===== config.mk =====
export PLATFORM = sky130hd
export DESIGN_NAME = ifm_window_feeder
export DESIGN_NICKNAME = d
export VERILOG_FILES = /design/src/rtl/feeder_pkg.sv /design/src/rtl/line_buffer.sv /design/src/rtl/ifm_window_feeder.sv
export SDC_FILE = /design/constraint.sdc
export NUM_CORES = 1
export LEC_CHECK = 0
export BUFFER_PORTS_ARGS = -buffer_cell sky130_fd_sc_hd__buf_2
export CAP_MARGIN = 20
export CORE_MARGIN = 2
export CORE_UTILIZATION = 55
export DETAILED_ROUTE_END_ITERATION = 10
export GPL_ROUTABILITY_DRIVEN = 0
export PLACE_DENSITY = 0.81
export RECOVER_POWER = 100
export SETUP_SLACK_MARGIN = 0.4
export SYNTH_ARGS = -nofsm -noshare
export SYNTH_HDL_FRONTEND = slang
export SYNTH_SLANG_ARGS = --single-unit

===== constraint.sdc =====
create_clock -name clk -period 14.2 [get_ports clk]
set_input_delay 2.84 -clock clk [delete_from_list [all_inputs] [get_ports clk]]
set_output_delay 2.84 -clock clk [all_outputs]
set_load 0.01 [all_outputs]

===== src/rtl/feeder_pkg.sv =====
// Shared types and constants for the IFM window feeder.
package feeder_pkg;

    typedef enum logic [1:0] {
        IDLE,
        LOAD_WGT,
        STREAM
    } state_e;

    // Kernel edge length; the window is KERNEL x KERNEL.
    localparam int unsigned KERNEL    = 3;
    localparam int unsigned WIN_ELEMS = KERNEL * KERNEL;

    // Flat window index of (row, col), row-major with 0 at the top-left.
    function automatic int unsigned win_idx(input int unsigned row, input int unsigned col);
        return row * KERNEL + col;
    endfunction

endpackage


===== src/rtl/line_buffer.sv =====
// Enable-gated delay line: o_data is the word written DEPTH enables ago.
module line_buffer #(
    parameter int unsigned DATA_W = 8,
    parameter int unsigned DEPTH  = 8
) (
    input  logic              i_clk,
    input  logic              i_en,
    input  logic [DATA_W-1:0] i_data,
    output logic [DATA_W-1:0] o_data
);

    logic [DEPTH-1:0][DATA_W-1:0] r_mem;

    // Shift one word in per enable; contents are never cleared.
    always_ff @(posedge i_clk) begin
        if (i_en) begin
            r_mem <= {r_mem[DEPTH-2:0], i_data};
        end
    end

    assign o_data = r_mem[DEPTH-1];

endmodule


===== src/rtl/ifm_window_feeder.sv =====
// Loads a 3x3 kernel, then streams a raster-order frame and emits every
// fully-interior 3x3 pixel window to the PE array with a valid/ready handshake.
module ifm_window_feeder
    import feeder_pkg::*;
#(
    parameter int unsigned input_width = 8,
    parameter int unsigned PE_arr_size = 9,
    parameter int unsigned IMG_W       = 8,
    parameter int unsigned IMG_H       = 8
) (
    input  logic                                    clk,
    input  logic                                    rst,
    input  logic                                    start,
    input  logic                                    wgt_valid,
    output logic                                    wgt_ready,
    input  logic [input_width-1:0]                  wgt_data,
    input  logic                                    pix_valid,
    output logic                                    pix_ready,
    input  logic [input_width-1:0]                  pix_data,
    output logic [PE_arr_size-1:0][input_width-1:0] ifm_output,
    output logic [PE_arr_size-1:0][input_width-1:0] wgt_output,
    output logic                                    win_valid,
    input  logic                                    win_ready,
    output logic                                    frame_done,
    output logic                                    busy
);

    localparam int unsigned CW = (IMG_W > 1) ? $clog2(IMG_W) : 1;
    localparam int unsigned RW = (IMG_H > 1) ? $clog2(IMG_H) : 1;
    localparam int unsigned KW = $clog2(PE_arr_size);

    state_e                                         r_state;
    logic [CW-1:0]                                  r_col;
    logic [RW-1:0]                                  r_row;
    logic [KW-1:0]                                  r_wgt_idx;
    logic                                           r_frame_done;
    logic                                           r_win_valid;
    logic [PE_arr_size-1:0][input_width-1:0]        r_ifm;
    logic [PE_arr_size-1:0][input_width-1:0]        r_wgt;
    logic [PE_arr_size-1:0][input_width-1:0]        w_ifm_next;
    logic [KERNEL-1:0][KERNEL-1:0][input_width-1:0] r_win;
    logic [KERNEL-1:0][KERNEL-1:0][input_width-1:0] w_win_next;
    logic [KERNEL-1:0][input_width-1:0]             w_col_in;
    logic [input_width-1:0]                         w_lb0_out;
    logic [input_width-1:0]                         w_lb1_out;
    logic                                           w_accept;
    logic                                           w_wgt_xfer;
    logic                                           w_col_last;
    logic                                           w_row_last;
    logic                                           w_win_hit;

    assign wgt_ready  = (r_state == LOAD_WGT);
    // A new pixel may only be taken when the window register is free or draining.
    assign pix_ready  = (r_state == STREAM) && (!r_win_valid || win_ready);
    assign busy       = (r_state != IDLE);
    assign ifm_output = r_ifm;
    assign wgt_output = r_wgt;
    assign win_valid  = r_win_valid;
    assign frame_done = r_frame_done;

    assign w_accept   = pix_valid && pix_ready;
    assign w_wgt_xfer = wgt_valid && wgt_ready;
    assign w_col_last = (r_col == CW'(IMG_W - 1));
    assign w_row_last = (r_row == RW'(IMG_H - 1));
    // Window exists only once two full rows and two columns of this row are in.
    assign w_win_hit  = w_accept && (r_row >= RW'(KERNEL - 1)) && (r_col >= CW'(KERNEL - 1));

    // Newest column entering the window: rows r-2, r-1, r from top to bottom.
    assign w_col_in = {pix_data, w_lb0_out, w_lb1_out};

    line_buffer #(
        .DATA_W (input_width),
        .DEPTH  (IMG_W)
    ) u_lb0 (
        .i_clk  (clk),
        .i_en   (w_accept),
        .i_data (pix_data),
        .o_data (w_lb0_out)
    );

    line_buffer #(
        .DATA_W (input_width),
        .DEPTH  (IMG_W)
    ) u_lb1 (
        .i_clk  (clk),
        .i_en   (w_accept),
        .i_data (w_lb0_out),
        .o_data (w_lb1_out)
    );

    // Shift the 3x3 window one column left and append the incoming column.
    always_comb begin
        w_win_next = r_win;
        for (int rr = 0; rr < KERNEL; rr++) begin
            for (int cc = 0; cc < KERNEL - 1; cc++) begin
                w_win_next[rr][cc] = r_win[rr][cc+1];
            end
            w_win_next[rr][KERNEL-1] = w_col_in[rr];
        end
    end

    // Flatten the shifted window into PE order (0 = top-left, row-major).
    always_comb begin
        w_ifm_next = '0;
        for (int rr = 0; rr < KERNEL; rr++) begin
            for (int cc = 0; cc < KERNEL; cc++) begin
                w_ifm_next[win_idx(rr, cc)] = w_win_next[rr][cc];
            end
        end
    end

    // Control FSM: kernel load, pixel counters and end-of-frame pulse.
    always_ff @(posedge clk) begin
        if (rst) begin
            r_state      <= IDLE;
            r_wgt_idx    <= '0;
            r_col        <= '0;
            r_row        <= '0;
            r_frame_done <= 1'b0;
            r_wgt        <= '0;
        end else begin
            r_frame_done <= 1'b0;
            case (r_state)
                IDLE: begin
                    if (start) begin
                        r_state   <= LOAD_WGT;
                        r_wgt_idx <= '0;
                    end
                end
                LOAD_WGT: begin
                    if (w_wgt_xfer) begin
                        r_wgt[r_wgt_idx] <= wgt_data;
                        if (r_wgt_idx == KW'(WIN_ELEMS - 1)) begin
                            r_wgt_idx <= '0;
                            r_state   <= STREAM;
                        end else begin
                            r_wgt_idx <= r_wgt_idx + 1'b1;
                        end
                    end
                end
                STREAM: begin
                    if (w_accept) begin
                        if (w_col_last) begin
                            r_col <= '0;
                            if (w_row_last) begin
                                r_row        <= '0;
                                r_state      <= IDLE;
                                r_frame_done <= 1'b1;
                            end else begin
                                r_row <= r_row + 1'b1;
                            end
                        end else begin
                            r_col <= r_col + 1'b1;
                        end
                    end
                end
                default: r_state <= IDLE;
            endcase
        end
    end

    // Window datapath and output handshake; a pending window is never overwritten
    // because pixels are only accepted when it is free or being consumed.
    always_ff @(posedge clk) begin
        if (rst) begin
            r_win       <= '0;
            r_ifm       <= '0;
            r_win_valid <= 1'b0;
        end else begin
            if (w_accept) begin
                r_win <= w_win_next;
            end
            if (w_win_hit) begin
                r_ifm       <= w_ifm_next;
                r_win_valid <= 1'b1;
            end else if (win_ready) begin
                r_win_valid <= 1'b0;
            end
        end
    end

endmodule


==> impl_metrics.env, run 1 <==
export IMPL_critPathMaxFanout=54
export IMPL_syn_area_per_cell_um2=11.71
export IMPL_grt_pass1_wl_um=41870
export IMPL_crit_buf_inv=5
export IMPL_crit_family="buffers and inverters"
export IMPL_synth_most_common_cell="dfxtp_1"
export IMPL_slowest_stage="clkbuf_1"
export IMPL_grt_pass1_vias=7848
export IMPL_critPathRequiredTime_ps=14370
export IMPL_rsz0062_at_grt="false"
export IMPL_synth_warning_count=0
export IMPL_synth_edf_count=128
export IMPL_synth_area_leaders="dfxtp_1 (32%), edfxtp_1 (30%), nand2b_1 (8.5%), mux2i_1 (7.0%), a21oi_1 (4.3%)"
export IMPL_final_core_util=0.6242
export IMPL_drt_wl_total_um=27060
export IMPL_grt_max_degree=173
export IMPL_wl_per_cell_um=17.42
export IMPL_start_kind="input pin"
export IMPL_insertion_delay_ps=500
export IMPL_crit_path_frequent_cell="clkbuf_1"
export IMPL_coreArea_um2=23260
export IMPL_viasPerCell=5.686
export IMPL_yosysSeqAreaShare=0.6180
export IMPL_start_util=0.5542
export IMPL_cts_buffer_depth=3
export IMPL_setup_viol=0
export IMPL_violations="capacitance limit, slew limit"
export IMPL_tns_ps=0
export IMPL_synth_top_area_cell="dfxtp_1"
export IMPL_place_hpwl_um=15980
export IMPL_drv_slew=423
export IMPL_cts_tree="done"
export IMPL_cts_repair_resized=0
export IMPL_slowest_delay_ps=1860
export IMPL_drive_gt1_frac=0.06488
export IMPL_reg2reg_depth=5
export IMPL_power_density_nw_per_um2=129.7
export IMPL_synthCells=1101
export IMPL_fin_crit_sh=0.6497
export IMPL_path_cells="buf_2 -> clkbuf_1 -> inv_1 -> nor3_1 -> clkbuf_1 -> buf_12"
export IMPL_cts_hold_buf=0
export IMPL_grt_ovfl_total=0
export IMPL_die_x_um=157.1
export IMPL_synthDistinctLibCells=43
export IMPL_status="finished, violations left"
export IMPL_antenna_found_initial=1
export IMPL_tightest_slew_ps=6000
export IMPL_cellLeakagePower_nw=4.525
export IMPL_synth_seq_cells=334
export IMPL_die_area_um2=24680
export IMPL_fin_crit_ps=9226
export IMPL_drtPass1Iterations=5
export IMPL_fin_nets=1241
export IMPL_slew_headroom=-3.000
export IMPL_dr_total_vias=8830
export IMPL_synthArstFlopShare=0
export IMPL_path_class="input pin to flop"
export IMPL_placed_cell_area_um2=13680
export IMPL_drtAntennaViolNets=0
export IMPL_hp_class="flop to flop"
export IMPL_design_area_um2=14520
export IMPL_maxCapViolations=6
export IMPL_cts_root_buffer="clkbuf_16"
export IMPL_syn_cell_area_um2=12890
export IMPL_hold_viol_final=0
export IMPL_synth_flop_cell="dfxtp_1"
export IMPL_area_growth_pct=12.64
export IMPL_fin_skew_ps=20.06
export IMPL_ys_top_cells_by_count="dfxtp_1 (206), nand2b_1 (175), edfxtp_1 (128)"
export IMPL_worstSetupEndpointType="flop"
export IMPL_max_freq_ghz=0.1084
export IMPL_grt_total_usage=0.2107
export IMPL_vdd_drop_max_mv=0.09338
export IMPL_io_pins=171
export IMPL_place_port_buffers=170
export IMPL_syn_nets=1132
export IMPL_post_cts_setup_buffer_count=0
export IMPL_drc=0
export IMPL_clkTransAtPathRegs_ps=60
export IMPL_cp_arrival_ps=9400
export IMPL_cts_htree_levels=2
export IMPL_yosysTopAreaCellShare=0.3199
export IMPL_die_h_um=157.1
export IMPL_power_mw=1.884
export IMPL_hold_ws_ps=413.4
export IMPL_crit_cells=6
export IMPL_drtIter0Drc=891
export IMPL_cts_inserted_buffers=35
export IMPL_fp_row_count=56
export IMPL_cts_sinks=334
export IMPL_hold_depth=0
sequential cells by signal, summed over array words and instances (netlist names):
| signal | cells |
|---|---|
| ifm_output | 72 |
| wgt_output | 72 |
| u_lb0.r_mem | 56 |
| u_lb1.r_mem | 56 |
| r_win | 48 |
| u_lb0.o_data | 8 |
| u_lb1.o_data | 8 |
| r_wgt_idx | 4 |
| r_col | 3 |
| r_row | 3 |
| r_state | 2 |
| frame_done | 1 |
| win_valid | 1 |
cell usage in the layout, fill, tap and decap left out, drive strengths merged, types with 3 or more instances in the layout:
cell / Yosys / layout
a21oi: 110 / 110
a211oi: 3 / 3
nor2b: 7 / 7
dfxtp: 206 / 206
nand3: 59 / 59
o21ai: 59 / 59
nand4: 52 / 52
ha: 9 / 9
nor2: 3 / 3
o31ai: 52 / 52
nand2b: 175 / 175
buf: 28 / 20
clkbuf: 81 / 211
clkinv: 0 / 8
nand3b: 4 / 4
inv: 6 / 8
edfxtp: 128 / 128
mux2i: 90 / 90
and3b: 4 / 4
kinds of logic (layout without fill, tap and decap cells):
kind of cell / count (synthesis) / after routing / synth area share
DFF: 334 / 334 / 0.6180
adders and majority gates: 9 / 9 / 0.008735
buffers and inverters: 115 / 247 / 0.04600
and+or+nand+nor: 322 / 322 / 0.1549
muxes: 91 / 91 / 0.07075
other: 0 / 1 / 0
AOI/OAI and AO/OA: 230 / 230 / 0.1016
layer usage:
layer  GRT usage  up-vias  share of wire
met5           0        -              0
met4     0.06710        0          0.021
met3     0.03689       38          0.065
met2      0.3195      313           0.46
met1      0.3098     4303           0.45
li1            -     4176              -
worst reg2reg max path, cell delays in order, from the launching register on:
cell and delay (ps):
dfxtp_1 360, nor2b_4 140, clkbuf_1 1880, nor3_1 230, clkbuf_1 1040, buf_12 570
per-stage QoR:
step	cells	setup WS [ps]
after floorplan	1101	1453
after global placement	1491	7521
after detailed placement	1491	7503
after CTS	1551	7501
after global routing	1553	4565
final	1553	4974
path summary, 6_finish.rpt:
check / endpoint / from / slack [ps]
worst min-delay path: u_lb1.r_mem[33] / u_lb1.r_mem[25] / 410
worst min register to register: u_lb1.r_mem[33] / u_lb1.r_mem[25] / 410
worst max-delay path: u_lb1.r_mem[38] / pix_valid / 4970
worst max register to register: u_lb1.r_mem[38] / win_valid / 9660
layout make-up:
type / count / area, µm²
antenna: 1 / 2.502
multi-input combinational: 652 / 4337
clock buffer: 50 / 1002
tap: 319 / 399.1
inverter: 6 / 22.52
sequential: 334 / 7968
clock inverter: 10 / 56.30
fill: 1952 / 8741
timing repair buffer: 181 / 734.5
power by group:
group          internal, mW  switching [mW]  leakage [nW]  total [mW]
clock                 0.490           0.350         0.527       0.840
sequential            0.989         0.00243          2.81       0.992
combinational        0.0167          0.0351          1.19      0.0519
total                  1.50           0.388          4.53        1.88
(Power assumes the default switching activity.)
==> inputs of run 2 (changes only) <==
--- a/config.mk
+++ b/config.mk
@@ -5,13 +5,14 @@
 export SDC_FILE = /design/constraint.sdc
 export NUM_CORES = 1
 export LEC_CHECK = 0
+export ABC_AREA = 1
 export BUFFER_PORTS_ARGS = -buffer_cell sky130_fd_sc_hd__buf_2
 export CAP_MARGIN = 20
 export CORE_MARGIN = 2
-export CORE_UTILIZATION = 55
+export CORE_UTILIZATION = 50
 export DETAILED_ROUTE_END_ITERATION = 10
 export GPL_ROUTABILITY_DRIVEN = 0
-export PLACE_DENSITY = 0.81
+export PLACE_DENSITY = 0.78
 export RECOVER_POWER = 100
 export SETUP_SLACK_MARGIN = 0.4
 export SYNTH_ARGS = -nofsm -noshare
==> constraint.sdc (replaced) <==
create_clock -name clk -period 8 [get_ports clk]
set_input_delay 1.6 -clock clk [delete_from_list [all_inputs] [get_ports clk]]
set_output_delay 1.6 -clock clk [all_outputs]
set_load 0.01 [all_outputs]
==> run 2 against run 1 <==
Net effect: the flow still finishes with violations (capacitance limit, slew limit); clock-buffer cell count down 4; clock skew barely moved; critical path type unchanged; register-to-register slack worse by 5900 ps; wire length shrank 15%; global-route usage shrank 2.0 points.
==> impl_metrics.env, run 2 <==
export IMPL_fin_crit_ps=5065
export IMPL_place_port_buffers=170
export IMPL_cts_inserted_buffers=34
export IMPL_die_x_um=154.1
export IMPL_place_hpwl_um=13840
export IMPL_viasPerCell=5.064
export IMPL_drive_gt1_frac=0.05977
export IMPL_fin_skew_ps=19.57
export IMPL_synthArstFlopShare=0
export IMPL_cellLeakagePower_nw=4.478
export IMPL_maxCapViolations=2
export IMPL_drtAntennaViolNets=0
export IMPL_dr_total_vias=7687
export IMPL_die_h_um=154.1
export IMPL_wl_per_cell_um=15.08
export IMPL_cp_arrival_ps=5480
export IMPL_hold_depth=0
export IMPL_fin_nets=1243
export IMPL_cts_root_buffer="clkbuf_16"
export IMPL_fp_row_count=54
export IMPL_start_kind="input pin"
export IMPL_yosysTopAreaCellShare=0.3660
export IMPL_slew_headroom=-0.7538
export IMPL_grt_pass1_wl_um=36860
export IMPL_synth_most_common_cell="dfxtp_1"
export IMPL_tns_ps=0
export IMPL_grt_max_degree=119
export IMPL_min_to="u_lb0.r_mem[31]"
export IMPL_synth_seq_cells=334
export IMPL_grt_ovfl_total=0
export IMPL_synth_flop_cell="dfxtp_1"
export IMPL_synth_edf_count=128
export IMPL_worstSetupEndpointType="flop"
export IMPL_critPathRequiredTime_ps=8420
export IMPL_die_area_um2=23750
export IMPL_status="finished, violations left"
export IMPL_cts_repair_resized=0
export IMPL_fillCellCount=1871
export IMPL_final_common_cell="dfxtp_1"
export IMPL_cts_tree="done"
export IMPL_drt_wl_total_um=22900
export IMPL_drtPass1Iterations=5
export IMPL_synthCells=1057
export IMPL_hold_viol_final=0
export IMPL_synth_area_leaders="dfxtp_1 (37%), edfxtp_1 (34%), o21ai_0 (8.4%), nor2_1 (6.1%), a21oi_1 (5.3%)"
export IMPL_area_growth_pct=16.68
export IMPL_post_cts_setup_buffer_count=0
export IMPL_violations="capacitance limit, slew limit"
export IMPL_cts_hold_buf=0
export IMPL_coreArea_um2=21960
export IMPL_grt_total_usage=0.1911
export IMPL_yosysSeqAreaShare=0.7072
export IMPL_syn_cell_area_um2=11270
export IMPL_reg2reg_depth=8
export IMPL_synthDistinctLibCells=27
export IMPL_rsz0062_at_grt="false"
export IMPL_hp_start="u_lb0.r_mem[23]"
export IMPL_r2r_end="r_win[61]"
export IMPL_tightest_slew_ps=2631
export IMPL_setup_viol=0
export IMPL_drc=0
export IMPL_antenna_found_initial=0
export IMPL_synth_top_area_cell="dfxtp_1"
export IMPL_synth_warning_count=0
export IMPL_ys_top_cells_by_count="dfxtp_1 (206), o21ai_0 (190), nor2_1 (184)"
export IMPL_diodes=0
export IMPL_insertion_delay_ps=520
export IMPL_cts_sinks=334
export IMPL_r2r_setup_slack_ps=3720
export IMPL_clkTransAtPathRegs_ps=60
export IMPL_syn_nets=1088
export IMPL_drv_slew=138
export IMPL_cts_buffer_depth=3
export IMPL_drtIter0Drc=555
export IMPL_io_pins=171
export IMPL_path_class="input pin to flop"
export IMPL_critPathMaxFanout=116
export IMPL_rr_startpoint="r_state[1]"
export IMPL_max_freq_ghz=0.1974
export IMPL_mostFrequentLayoutCells="dfxtp_1 (206), o21ai_0 (193), nor2_1 (185), clkbuf_1 (168), edfxtp_1 (128)"
export IMPL_vdd_drop_max_mv=0.1296
export IMPL_power_mw=3.386
export IMPL_cts_htree_levels=2
export IMPL_start_util=0.5131
export IMPL_grt_pass1_vias=7322
export IMPL_syn_area_per_cell_um2=10.66
export IMPL_hp_class="flop to flop"
export IMPL_fin_crit_sh=0.6331
export IMPL_power_density_nw_per_um2=257.6
run 2: worst max path at each step:
stage | start | endpoint | slack, ps | cells past startpoint
floorplan | win_ready | u_lb0.o_data[0] | 1840 | 5
global placement | win_ready | ifm_output[25] | 3390 | 9
detailed placement | win_ready | ifm_output[16] | 3290 | 9
CTS | win_ready | ifm_output[16] | 3830 | 9
global route | win_ready | r_win[61] | 2330 | 9
finish | win_ready | r_win[61] | 2940 | 9
run 2: layout make-up:
cell class,count,area [µm²],area share
sequential,334,7968,0.6061
multi-input combinational,553,2600,0.1978
clock buffer,46,957.2,0.07281
timing repair buffer,175,681.9,0.05187
inverter,114,434.2,0.03303
tap,280,350.3,0.02665
clock inverter,16,155.1,0.01180
run 2: kinds of logic after synthesis:
family / share of synthesized area
adder cells (fa/ha/maj): 0.009995
flip-flops: 0.7072
buffers and inverters: 0.06130
AO/OA/AOI/OAI: 0.1408
AND/OR/NAND/NOR: 0.07918
XOR/XNOR: 0.001555
run 2: power breakdown:
group          switching (mW)  internal (mW)  total (mW)
Combinational          0.0523         0.0213      0.0737
Sequential            0.00408           1.76        1.76
Clock                   0.638          0.911        1.55
run 2: critical path, cell delays in order:
cell and delay [ps]:
buf_2 70, inv_1 30, nand2_1 130, nand3_2 90, buf_4 330, inv_6 750
clkbuf_1 1940, o21ai_0 260, a21oi_1 210
run 2: through the flow:
stage | hold WS, ps | worst slack (ps) | area, µm² | util | instances
after floorplan | 400.3 | 1836 | 11270 | - | 1057
after global placement | 400.9 | 3390 | 12240 | 0.5576 | 1455
after detailed placement | 404.5 | 3287 | 12240 | 0.5576 | 1455
after CTS | 406.0 | 3826 | 13360 | 0.6083 | 1517
after global routing | 417.3 | 2327 | 13150 | 0.5987 | 1518
final | 405.2 | 2935 | 13150 | 0.5987 | 1518
run 2: routing by layer:
| metal | up-vias | track usage | part of all wire | routed length [µm] |
|---|---|---|---|---|
| met2 | 200 | 0.3064 | 0.47 | 10850 |
| met5 | - | 0 | 0 | 0 |
| met4 | 0 | 0.08723 | 0.033 | 746 |
| li1 | 3822 | - | - | - |
| met1 | 3608 | 0.2521 | 0.44 | 10160 |
| met3 | 57 | 0.03861 | 0.050 | 1146 |
==> inputs of run 3 (changes only) <==
--- a/config.mk
+++ b/config.mk
@@ -5,14 +5,14 @@
 export SDC_FILE = /design/constraint.sdc
 export NUM_CORES = 1
 export LEC_CHECK = 0
-export ABC_AREA = 1
+export ABC_AREA = 0
 export BUFFER_PORTS_ARGS = -buffer_cell sky130_fd_sc_hd__buf_2
 export CAP_MARGIN = 20
 export CORE_MARGIN = 2
-export CORE_UTILIZATION = 50
+export CORE_UTILIZATION = 55
 export DETAILED_ROUTE_END_ITERATION = 10
 export GPL_ROUTABILITY_DRIVEN = 0
-export PLACE_DENSITY = 0.78
+export PLACE_DENSITY = 0.81
 export RECOVER_POWER = 100
 export SETUP_SLACK_MARGIN = 0.4
 export SYNTH_ARGS = -nofsm -noshare
==> constraint.sdc (replaced) <==
create_clock -name clk -period 4.8 [get_ports clk]
set_input_delay 0.96 -clock clk [delete_from_list [all_inputs] [get_ports clk]]
set_output_delay 0.96 -clock clk [all_outputs]
set_load 0.01 [all_outputs]
==> run 3 against run 2 <==
Net effect: the flow still finishes with violations (capacitance limit, slew limit); global-route usage grew 2.9 points; final cell count is 2.4% higher; sequential share of layout area decreased by 6.0 points; power up 68%; critical path depth fell by 6; largest power group unchanged; first-iteration DRC count grew 53%; worst setup slack got worse by 1700 ps.
==> impl_metrics.env, run 3 (synthesized netlist as in run 1, its figures left out) <==
export IMPL_status="finished, violations left"
export IMPL_violations="capacitance limit, slew limit"
export IMPL_die_area_um2=24680
export IMPL_tns_ps=0
export IMPL_fin_crit_ps=3587
export IMPL_drtIter0Drc=851
export IMPL_rsz0062_at_grt="false"
export IMPL_start_kind="flop"
export IMPL_place_inst=1493
export IMPL_cts_htree_levels=2
export IMPL_coreArea_um2=23260
export IMPL_slew_headroom=-0.9212
export IMPL_cts_root_buffer="clkbuf_16"
export IMPL_final_core_util=0.6275
export IMPL_clkTransAtPathRegs_ps=60
export IMPL_highest_layer="met4"
export IMPL_worstSetupEndpointType="flop"
export IMPL_cts_buffer_depth=3
export IMPL_setup_viol=0
export IMPL_grt_max_degree=184
export IMPL_hold_viol_final=0
export IMPL_dr_total_vias=8777
export IMPL_drive_gt1_frac=0.07045
export IMPL_fin_crit_sh=0.7474
export IMPL_cts_repair_resized=0
export IMPL_hp_class="flop to flop"
export IMPL_grt_ovfl_total=0
export IMPL_grt_pass1_vias=8101
export IMPL_path_class="flop to flop"
export IMPL_diodes=0
export IMPL_mostFrequentLayoutCells="dfxtp_1 (206), nand2b_1 (174), clkbuf_1 (165), edfxtp_1 (128), a21oi_1 (110)"
export IMPL_drtAntennaViolNets=0
export IMPL_drtPass1Iterations=5
export IMPL_die_x_um=157.1
export IMPL_dr_wl_met2_um=12880
export IMPL_fp_row_count=56
export IMPL_die_h_um=157.1
export IMPL_cts_sinks=334
export IMPL_post_cts_setup_buffer_count=0
export IMPL_grt_pass1_wl_um=43480
export IMPL_tightest_slew_ps=2882
export IMPL_place_ws_ps=1876
export IMPL_power_mw=5.698
export IMPL_placed_cell_area_um2=13700
export IMPL_maxCapViolations=2
export IMPL_cts_tree="done"
export IMPL_fillCellCount=1895
export IMPL_cp_arrival_ps=3680
export IMPL_max_freq_ghz=0.2787
export IMPL_antenna_found_initial=0
export IMPL_critPathMaxFanout=73
export IMPL_place_port_buffers=170
export IMPL_drv_slew=258
export IMPL_hold_ws_ps=414.9
export IMPL_vdd_drop_max_mv=0.2504
export IMPL_cts_inserted_buffers=35
export IMPL_cts_hold_buf=0
export IMPL_fin_nets=1242
export IMPL_setup_ws_ps=1213
export IMPL_power_density_nw_per_um2=390.4
export IMPL_cellLeakagePower_nw=4.572
export IMPL_insertion_delay_ps=510
export IMPL_wl_per_cell_um=17.67
export IMPL_final_common_cell="dfxtp_1"
export IMPL_viasPerCell=5.648
export IMPL_io_pins=171
export IMPL_design_area_um2=14600
export IMPL_drt_wl_total_um=27460
export IMPL_area_growth_pct=13.23
export IMPL_drc=0
export IMPL_place_hpwl_um=16830
export IMPL_instances_no_fill=1554
export IMPL_met1Wirelength_um=12230
export IMPL_start_util=0.5542
export IMPL_critPathRequiredTime_ps=4900
export IMPL_met3_length_um=1666
export IMPL_fin_skew_ps=12.92
export IMPL_grt_total_usage=0.2199
run 3: changes by cell type in the layout (fill, tap and decap cells not counted), moves of 5 or more:
cell / before / now
o21ai_0: 193 / 59
inv_1: 110 / 5
a21oi_1: 119 / 110
mux2i_1: 0 / 90
nand2b_1: 0 / 174
nand2_1: 24 / 2
nor2_1: 185 / 3
buf_4: 3 / 10
clkbuf_8: 4 / 11
nor2b_1: 0 / 5
o31ai_1: 0 / 52
nand4_1: 0 / 52
nand3_1: 15 / 58
run 3: worst max-delay path, stage by stage, from the launching register on:
cell and delay (ps):
dfxtp_1 640, nand2b_1 740, nor3_1 450, clkbuf_2 1310
run 3: routing by layer:
layer  vias up  global-route usage
li1       4181                   -
met1      4245              0.3110
met2       297              0.3452
met3        54             0.04405
met4         0             0.06537
met5         -                   0
run 3: final timing paths:
path                         from              end  slack (ps)  cells past startpoint
setup reg to reg       r_state[1]  u_lb0.r_mem[50]        1210                      3
hold reg to reg   u_lb1.r_mem[35]  u_lb1.r_mem[43]         410                      0
hold / removal    u_lb1.r_mem[35]  u_lb1.r_mem[43]         410                      0
setup / recovery       r_state[1]  u_lb0.r_mem[50]        1210                      3
run 3: layout make-up:
| class | count | area, µm² | share of cell area |
|---|---|---|---|
| clock inverters | 6 | 47.55 | 0.003257 |
| multi-input cells | 652 | 4334 | 0.2969 |
| flip-flops and latches | 334 | 7968 | 0.5458 |
| inverters | 6 | 27.53 | 0.001886 |
| clock buffers | 55 | 1082 | 0.07414 |
| well taps | 319 | 399.1 | 0.02734 |
| repair buffers | 182 | 739.5 | 0.05066 |
run 3: power by group:
group / internal (mW) / switching, mW
clock: 1.55 / 1.06
sequential: 2.93 / 0.00688
combinational: 0.0488 / 0.105
total: 4.53 / 1.17
